$ cat config.mk
export PLATFORM = sky130hd
export DESIGN_NAME = rptr_empty_lvl
export DESIGN_NICKNAME = d
export VERILOG_FILES = /design/src/rtl/fifo_pkg.sv /design/src/rtl/gray2bin_n.sv /design/src/rtl/rptr_empty_lvl.sv
export SDC_FILE = /design/constraint.sdc
export NUM_CORES = 1
export LEC_CHECK = 0
export CAP_MARGIN = 25
export CORE_UTILIZATION = 30
export DETAILED_ROUTE_END_ITERATION = 8
export HOLD_SLACK_MARGIN = 0.05
export PLACE_DENSITY = 0.57
export SETUP_SLACK_MARGIN = 0.15
export SLEW_MARGIN = 20
export SYNTH_ARGS = -nofsm -noshare
export SYNTH_HDL_FRONTEND = slang
export SYNTH_SLANG_ARGS = --single-unit
$ cat constraint.sdc
create_clock -name rclk -period 4.5 [get_ports rclk]
set_input_delay 0.9 -clock rclk [delete_from_list [all_inputs] [get_ports rclk]]
set_output_delay 0.9 -clock rclk [all_outputs]
set_load 0.01 [all_outputs]
$ cat src/rtl/fifo_pkg.sv
// rtl/fifo_pkg.sv - shared constants and Gray/binary helpers for the async FIFO pointer blocks
//
// Purpose: sizing helpers and Gray <-> binary conversion used by the read-side
// and write-side pointer blocks.
// Contents:
//   FIFO_ADDR_WIDTH / DEPTH / PTR_W : default sizing (ADDR_WIDTH = 4)
//   depth_of(aw), ptr_w_of(aw)      : sizing for a given address width
//   bin2gray(b), gray2bin(g)        : 32-bit wide; narrower values are zero-extended
package fifo_pkg;

  localparam int unsigned FIFO_ADDR_WIDTH = 4;
  localparam int unsigned DEPTH           = 2 ** FIFO_ADDR_WIDTH;
  localparam int unsigned PTR_W           = FIFO_ADDR_WIDTH + 1;

  function automatic int unsigned depth_of(input int unsigned aw);
    return 2 ** aw;
  endfunction

  // One extra pointer bit distinguishes full from empty.
  function automatic int unsigned ptr_w_of(input int unsigned aw);
    return aw + 1;
  endfunction

  function automatic logic [31:0] bin2gray(input logic [31:0] b);
    return b ^ (b >> 1);
  endfunction

  // Zero-extended upper bits leave the result unchanged, so any width up to 32 works.
  function automatic logic [31:0] gray2bin(input logic [31:0] g);
    logic [31:0] b;
    b[31] = g[31];
    for (int i = 30; i >= 0; i--) begin
      b[i] = b[i+1] ^ g[i];
    end
    return b;
  endfunction

endpackage

$ cat src/rtl/gray2bin_n.sv
// rtl/gray2bin_n.sv - combinational W-bit Gray-to-binary converter
//
// Purpose: binary value of a Gray-coded pointer.
// Ports:
//   gray_i : W-bit Gray code
//   bin_o  : W-bit binary equivalent
module gray2bin_n #(
  parameter int unsigned W = 5
) (
  input  logic [W-1:0] gray_i,
  output logic [W-1:0] bin_o
);

  // Each binary bit is the XOR of all Gray bits at or above it.
  for (genvar i = 0; i < W; i++) begin : g_bit
    assign bin_o[i] = ^gray_i[W-1:i];
  end

endmodule

$ cat src/rtl/rptr_empty_lvl.sv
// rtl/rptr_empty_lvl.sv - async FIFO read-side pointer, empty, almost-empty, level and underflow
//
// Purpose: read-domain pointer and status block for the asynchronous FIFO.
// Ports:
//   rclk            : read-domain clock
//   rrst_n          : synchronous active-low reset
//   r_inc           : pop request
//   r2q_wptr        : Gray write pointer, already synchronised into rclk
//   r_ae_level      : almost-empty threshold in words
//   r_underflow_clr : clears the sticky underflow flag
//   r_empty         : FIFO empty (registered)
//   r_aempty        : level <= r_ae_level (registered)
//   r_level         : words available, 0..DEPTH (registered)
//   r_underflow     : sticky, set by a pop attempted while empty
//   r_add           : memory read address
//   r_ptr           : Gray read pointer passed to the write domain (registered)
module rptr_empty_lvl
  import fifo_pkg::*;
#(
  parameter int unsigned ADDR_WIDTH = 4,
  parameter int unsigned DATA_WIDTH = 8
) (
  input  logic                  rclk,
  input  logic                  rrst_n,
  input  logic                  r_inc,
  input  logic [ADDR_WIDTH:0]   r2q_wptr,
  input  logic [ADDR_WIDTH:0]   r_ae_level,
  input  logic                  r_underflow_clr,
  output logic                  r_empty,
  output logic                  r_aempty,
  output logic [ADDR_WIDTH:0]   r_level,
  output logic                  r_underflow,
  output logic [ADDR_WIDTH-1:0] r_add,
  output logic [ADDR_WIDTH:0]   r_ptr
);

  localparam int unsigned PW = ptr_w_of(ADDR_WIDTH);

  // DATA_WIDTH only has to be legal; it keeps the parameter list aligned with the FIFO top.
  if (DATA_WIDTH < 1 || ADDR_WIDTH < 1) begin : g_bad_param
    $error("rptr_empty_lvl: ADDR_WIDTH and DATA_WIDTH must be at least 1");
  end

  logic [PW-1:0] rbin_q, rbin_d;
  logic [PW-1:0] rptr_q, rptr_d;
  logic [PW-1:0] level_q, level_d;
  logic          empty_q, empty_d;
  logic          aempty_q, aempty_d;
  logic          uflow_q, uflow_d;
  logic [PW-1:0] wbin;
  logic          pop;

  gray2bin_n #(.W(PW)) u_wptr_g2b (
    .gray_i (r2q_wptr),
    .bin_o  (wbin)
  );

  always_comb begin
    pop      = r_inc & ~empty_q;
    rbin_d   = rbin_q + PW'(pop);
    rptr_d   = PW'(bin2gray(32'(rbin_d)));
    empty_d  = (rptr_d == r2q_wptr);
    // Modulo subtraction keeps the level correct across pointer wrap.
    level_d  = wbin - rbin_d;
    aempty_d = (level_d <= r_ae_level);
    // A pop attempted while empty beats a simultaneous clear.
    uflow_d  = uflow_q;
    if (r_underflow_clr) begin
      uflow_d = 1'b0;
    end
    if (r_inc & empty_q) begin
      uflow_d = 1'b1;
    end
  end

  always_ff @(posedge rclk) begin
    if (!rrst_n) begin
      rbin_q   <= '0;
      rptr_q   <= '0;
      level_q  <= '0;
      empty_q  <= 1'b1;
      aempty_q <= 1'b1;
      uflow_q  <= 1'b0;
    end else begin
      rbin_q   <= rbin_d;
      rptr_q   <= rptr_d;
      level_q  <= level_d;
      empty_q  <= empty_d;
      aempty_q <= aempty_d;
      uflow_q  <= uflow_d;
    end
  end

  assign r_add       = rbin_q[ADDR_WIDTH-1:0];
  assign r_ptr       = rptr_q;
  assign r_level     = level_q;
  assign r_empty     = empty_q;
  assign r_aempty    = aempty_q;
  assign r_underflow = uflow_q;

endmodule

=== Word level (Yosys, flattened, before mapping) ===
Cells that the tools add are included.

* Latch bits: 0
* Logic and storage cells: 21
* Bits in writable memories: 0
* Memories: 0
* Register bits after elaboration: 18
* Input port bits: 14
* Output and inout bits: 17
* Bits in read-only memories: 0

* Div/mod/pow operators: 0
* Reductions and logical operators: 5
* Order comparisons: 1
* Shift-type cells: 0
* $mul: 0
* Add/subtract/negate cells: 2
* Multiplexer cells: 2
* Bitwise gates (word level): 4
* Equal/unequal tests: 1

{| class="wikitable"
|+ Operators by type and width
! operator !! count
|-
| adder 5 x 1 -> 5 bit || 1
|-
| equality test 5 bit || 1
|-
| less-or-equal comparator 5 bit || 1
|-
| parity 5 bit || 1
|-
| subtractor 5 bit || 1
|-
| bitwise XOR 5 x 4 -> 5 bit || 1
|-
| parity 4 bit || 1
|-
| parity 3 bit || 1
|-
| bitwise AND 1 bit || 2
|-
| 2-to-1 mux 1 bit || 2
|-
| nonzero test 2 bit || 1
|-
| parity 2 bit || 1
|-
| NOT 1 bit || 1
|}

=== Logic depth before layout (Yosys ltp) ===
* Depth after elaboration: 5
* Gate-level depth with buffers: 13
* Depth with buffers taken out: 13

=== Cells and area by module ===
From an unflattened synthesis, not the netlist that was laid out.

* Cells, all modules: 109
* Area total of the unflattened synthesis: 1062.3 µm²

{| class="wikitable"
|+ Modules (own cells, without submodules)
! module !! cells an instance !! area an instance (µm²) !! times used !! sequential area each (µm²)
|-
| rptr_empty_lvl || 103 || 989.7 || 1 || 340.3
|-
| gray2bin_n || 6 || 72.6 || 1 || 0.0
|}

=== Worst setup path after synthesis ===
OpenSTA, ideal clock, no wires.

* Path type: input-to-reg
* From: input r2q_wptr[4]
* To: register aempty_q (netlist: r_aempty)
* Arrival: 3431 ps
* Buffers on the path: 0
* Data required time: 4418 ps
* Stages on the path: 13
* Setup time: 82 ps
* Slack: 986 ps
* Path through: xor2_1 > xnor2_1 > xor2_1 > xor2_1 > ha_1 > fa_1 > inv_1 > ha_1 > nor2b_1 > o21a_1 > o21a_1 > o21a_1 > o221ai_1

* Longest elaborated chain between the ends: 3
* Elaborated cells between the ends (all ways): 6
* Classes of those cells: 1 x add/sub; 1 x order compare; 4 x reduce/logical

{| class="wikitable"
|+ Ends and longest elaborated chain
! what !! line !! RTL
|-
| start, declared || rptr_empty_lvl.sv:26 || <nowiki>input logic [ADDR_WIDTH:0] r2q_wptr,</nowiki>
|-
| parity 5 bit / parity 4 bit (equally long branches) || gray2bin_n.sv:16 || <nowiki>assign bin_o[i] = ^gray_i[W-1:i];</nowiki>
|-
| subtractor 5 bit * || rptr_empty_lvl.sv:64 || <nowiki>level_d = wbin - rbin_d;</nowiki>
|-
| via level_d[1] || rptr_empty_lvl.sv:46 || <nowiki>logic [PW-1:0] level_q, level_d;</nowiki>
|-
| less-or-equal comparator 5 bit * || rptr_empty_lvl.sv:65 || <nowiki>aempty_d = (level_d <= r_ae_level);</nowiki>
|-
| end signal, assigned || rptr_empty_lvl.sv:89 || <nowiki>aempty_q <= aempty_d;</nowiki>
|-
| end, declared || rptr_empty_lvl.sv:48 || <nowiki>logic aempty_q, aempty_d;</nowiki>
|}

The timed path passes the listed nets; every way through them passes the cells marked *.
A chain may end at the register's enable or synchronous reset.

=== Worst setup path in the final report ===
* From: input r2q_wptr[3]
* To: register aempty_q (netlist: r_aempty)

Same word-level chain as after synthesis.

==> qor.txt <==
status = completed
Syn Inst Count = 98
Post-Syn Area per Cell = 10.2 sq um
Hold Vio Cnt, Final = 0
power per standard cell area = 294 mW/mm^2
placed cells = 172
H-tree Lvls = 1
Peak VDD IR = 105 uV
unrepaired setup endpoints after global routing = no
CP Buf/Inv Count = 2
crit-path cells = clkdlybuf4s50_1 -> xor2_1 -> xnor2_1 -> xor2_1 -> xor2_1 -> ha_1 -> fa_1 -> inv_1 -> ha_1 -> nor2b_1 -> o21a_1 -> o21a_1 -> o21a_1 -> o221ai_1
setup bufs post-CTS = 0
I/O Buffers = 30
Initial Util = 32.1%
clk slew on worst S/H paths = 100 ps
maxcap violations = 0
Avg Vias per Cell = 4.18
Final ANT Viol Nets = 0
gr usage total = 11.3%
# diodes = 0
Yosys reg bits = 17
layout net count = 158
Setup Skew = 1.47 ps
grt total ovfl = 0
largest net degree at the start of global routing = 18
DP Worst Slack = 262 ps
max_slew headroom = 63.7%
Layout area overhead = 38.8%
Area after DPL = 0.00136 sq mm
DRT Pass-1 Iters = 3
Core Area = 0.00310 sq mm
worst-margin pin slew = 543 ps
Min-Delay Path Class = flop to flop
cells on worst reg2reg path = 12
setup violators final = 0
initial antenna violation count = 0
worst r2r dst = r_aempty
post-route cell area = 0.00138 sq mm
worst reg2reg startpoint = r_empty
worst skew pair latency = 290 ps
drt total wl = 1.71 mm
Final min period = 3930 ps
CTS buffer count = 3
slowest stage cell, crit path = clkdlybuf4s50_1
CP max stage delay = 500 ps
TritonCTS clock tree = done
Post-CTS Hold Fix Bufs = 0
Net Count, Synth = 123
most frequent cells in the layout = clkdlybuf4s50_1 (30), dfxtp_1 (17), xor2_1 (11), xnor2_1 (11), inv_1 (11)
crit start category = primary input
critical-path maximum fanout = 3
Max Clock Freq = 0.255 GHz
R2R setup slack = 1750 ps
I/O pins = 31
Worst Path Arrival = 4150 ps
hold endpoint = r_underflow
Critical Path Sink Type = flop
PostCTS Resize Cnt = 0
Max Slew Vio Count = 0
filler cell count in the final layout = 334
CTS Buffer Depth = 2
Vert. Die Dim = 59.6 microns
Leakage = 0.619 nW
CP required = 4720 ps
Residual DRC = 0
first-pass GRT wire length = 2.93 mm
Setup TNS = 0 ps
commonest non-fill, non-tap cell in the layout = clkdlybuf4s50_1
post-DR wirelength/cell = 9.72 microns
Mapped Area = 996 sq um
crit share post-route = 87.3%
Synth Warn # = 0
clock sinks = 17
post-synthesis sequential area ratio = 34.2%
WS Path Type = primary input to flop
distinct cell type count after synthesis = 23
die area = 0.00355 sq mm
Rows = 20
vias in the first global route = 684
GPL Wtd Cong = 0.654
overall power = 406 uW
min setup slack post-route = 571 ps
Hold Path Stages = 2
DPL Wire Length = 1.41 mm
DRT iter0 DRCs = 7
layout cell share with drive strength beyond 1 = 7.58%
CP top delay family = adder cells
chip width = 59.6 microns
DR vias = 735
CTS root buf = clkbuf_4
Layout Cells excl Fill = 176
Hold Startpoint = r_underflow
==> metal layers <==
| metal | wire length (microns) | GRT usage, % | up-vias |
|---|---|---|---|
| met1 | 873 | 15.2 | 330 |
| met2 | 732 | 16.4 | 17 |
| met5 | 0 | 0 | - |
| li1 | - | - | 384 |
| met4 | 38 | 4.98 | 0 |
| met3 | 67 | 3.49 | 4 |
==> area by class of cell <==
type | count | area (sq um) | share of cell area [%]
Multi-Input combinational cell | 69 | 611 | 44.2
Sequential cell | 17 | 340 | 24.6
Tap cell | 44 | 55.1 | 3.98
Inverter | 11 | 41.3 | 2.99
Timing Repair Buffer | 31 | 308 | 22.3
Clock inverter | 1 | 5.00 | 0.362
Clock buffer | 3 | 22.5 | 1.63
==> power by group <==
part           switching, mW  internal [mW]  total, mW
clock network         0.0500         0.0330     0.0830
logic                 0.0675         0.0853      0.153
registers            0.00568          0.165      0.170
total                  0.123          0.283      0.406
==> kinds of logic (layout without fill, tap and decap cells) <==
family                     count (synthesis)  after routing  share of synthesized area, %
DFF                                       17             17                          34.2
AOI/OAI and AO/OA                         10             10                          8.04
adders and majority gates                 11             11                          14.6
buffers and inverters                     12             46                          4.52
and+or+nand+nor                           25             25                          17.0
xor gates and xnor gates                  23             23                          21.7
==> per-stage QoR <==
step / util (%) / hold slack [ps]
CTS: 44.6 / 496
global placement: 43.7 / 468
global route: 44.6 / 524
detailed placement: 43.7 / 482
floorplan: - / 497
finish: 44.6 / 492
==> state kept, by name, indices dropped and copies added, names as in the netlist <==
signal	count
r_empty	1
r_level	5
r_ptr	4
r_aempty	1
r_underflow	1
rbin_q	5
==> synth_stat cells, drive strengths merged <==
| master | instances | share of area [%] |
|---|---|---|
| a21boi | 1 | 0.75 |
| a21o | 2 | 1.5 |
| a21oi | 2 | 1.0 |
| and2 | 10 | 6.5 |
| clkbuf | 1 | 0.38 |
| dfxtp | 17 | 34 |
| fa | 1 | 2.0 |
| ha | 10 | 13 |
| inv | 11 | 4.1 |
| nand2 | 3 | 1.1 |
| nand2b | 1 | 0.63 |
| nand3 | 2 | 1.0 |
| nand4 | 1 | 2.1 |
| nor2 | 1 | 0.38 |
| nor2b | 7 | 5.2 |
| o21a | 3 | 2.3 |
| o221ai | 1 | 0.88 |
| o41ai | 1 | 1.6 |
| xnor2 | 11 | 9.7 |
| xor2 | 11 | 9.7 |
| xor3 | 1 | 2.4 |
==> how the worst max path moves through the flow <==
stage               depth (start not counted)  slack [ps]        start       end
floorplan                                  13         990  r2q_wptr[4]  r_aempty
global placement                           14         370  r2q_wptr[3]  r_aempty
detailed placement                         14         260  r2q_wptr[3]  r_aempty
CTS                                        14         570  r2q_wptr[3]  r_aempty
global route                               14         360  r2q_wptr[4]  r_aempty
finish                                     14         570  r2q_wptr[3]  r_aempty
==> tightest hold or removal path, delay by kind of cell, from the launching register on <==
family	cells	cell delay, ps
DFF	1	330
AOI/OAI and AO/OA	1	70
and+or+nand+nor	1	60
No activity file was read; power rests on OpenSTA's default activity.
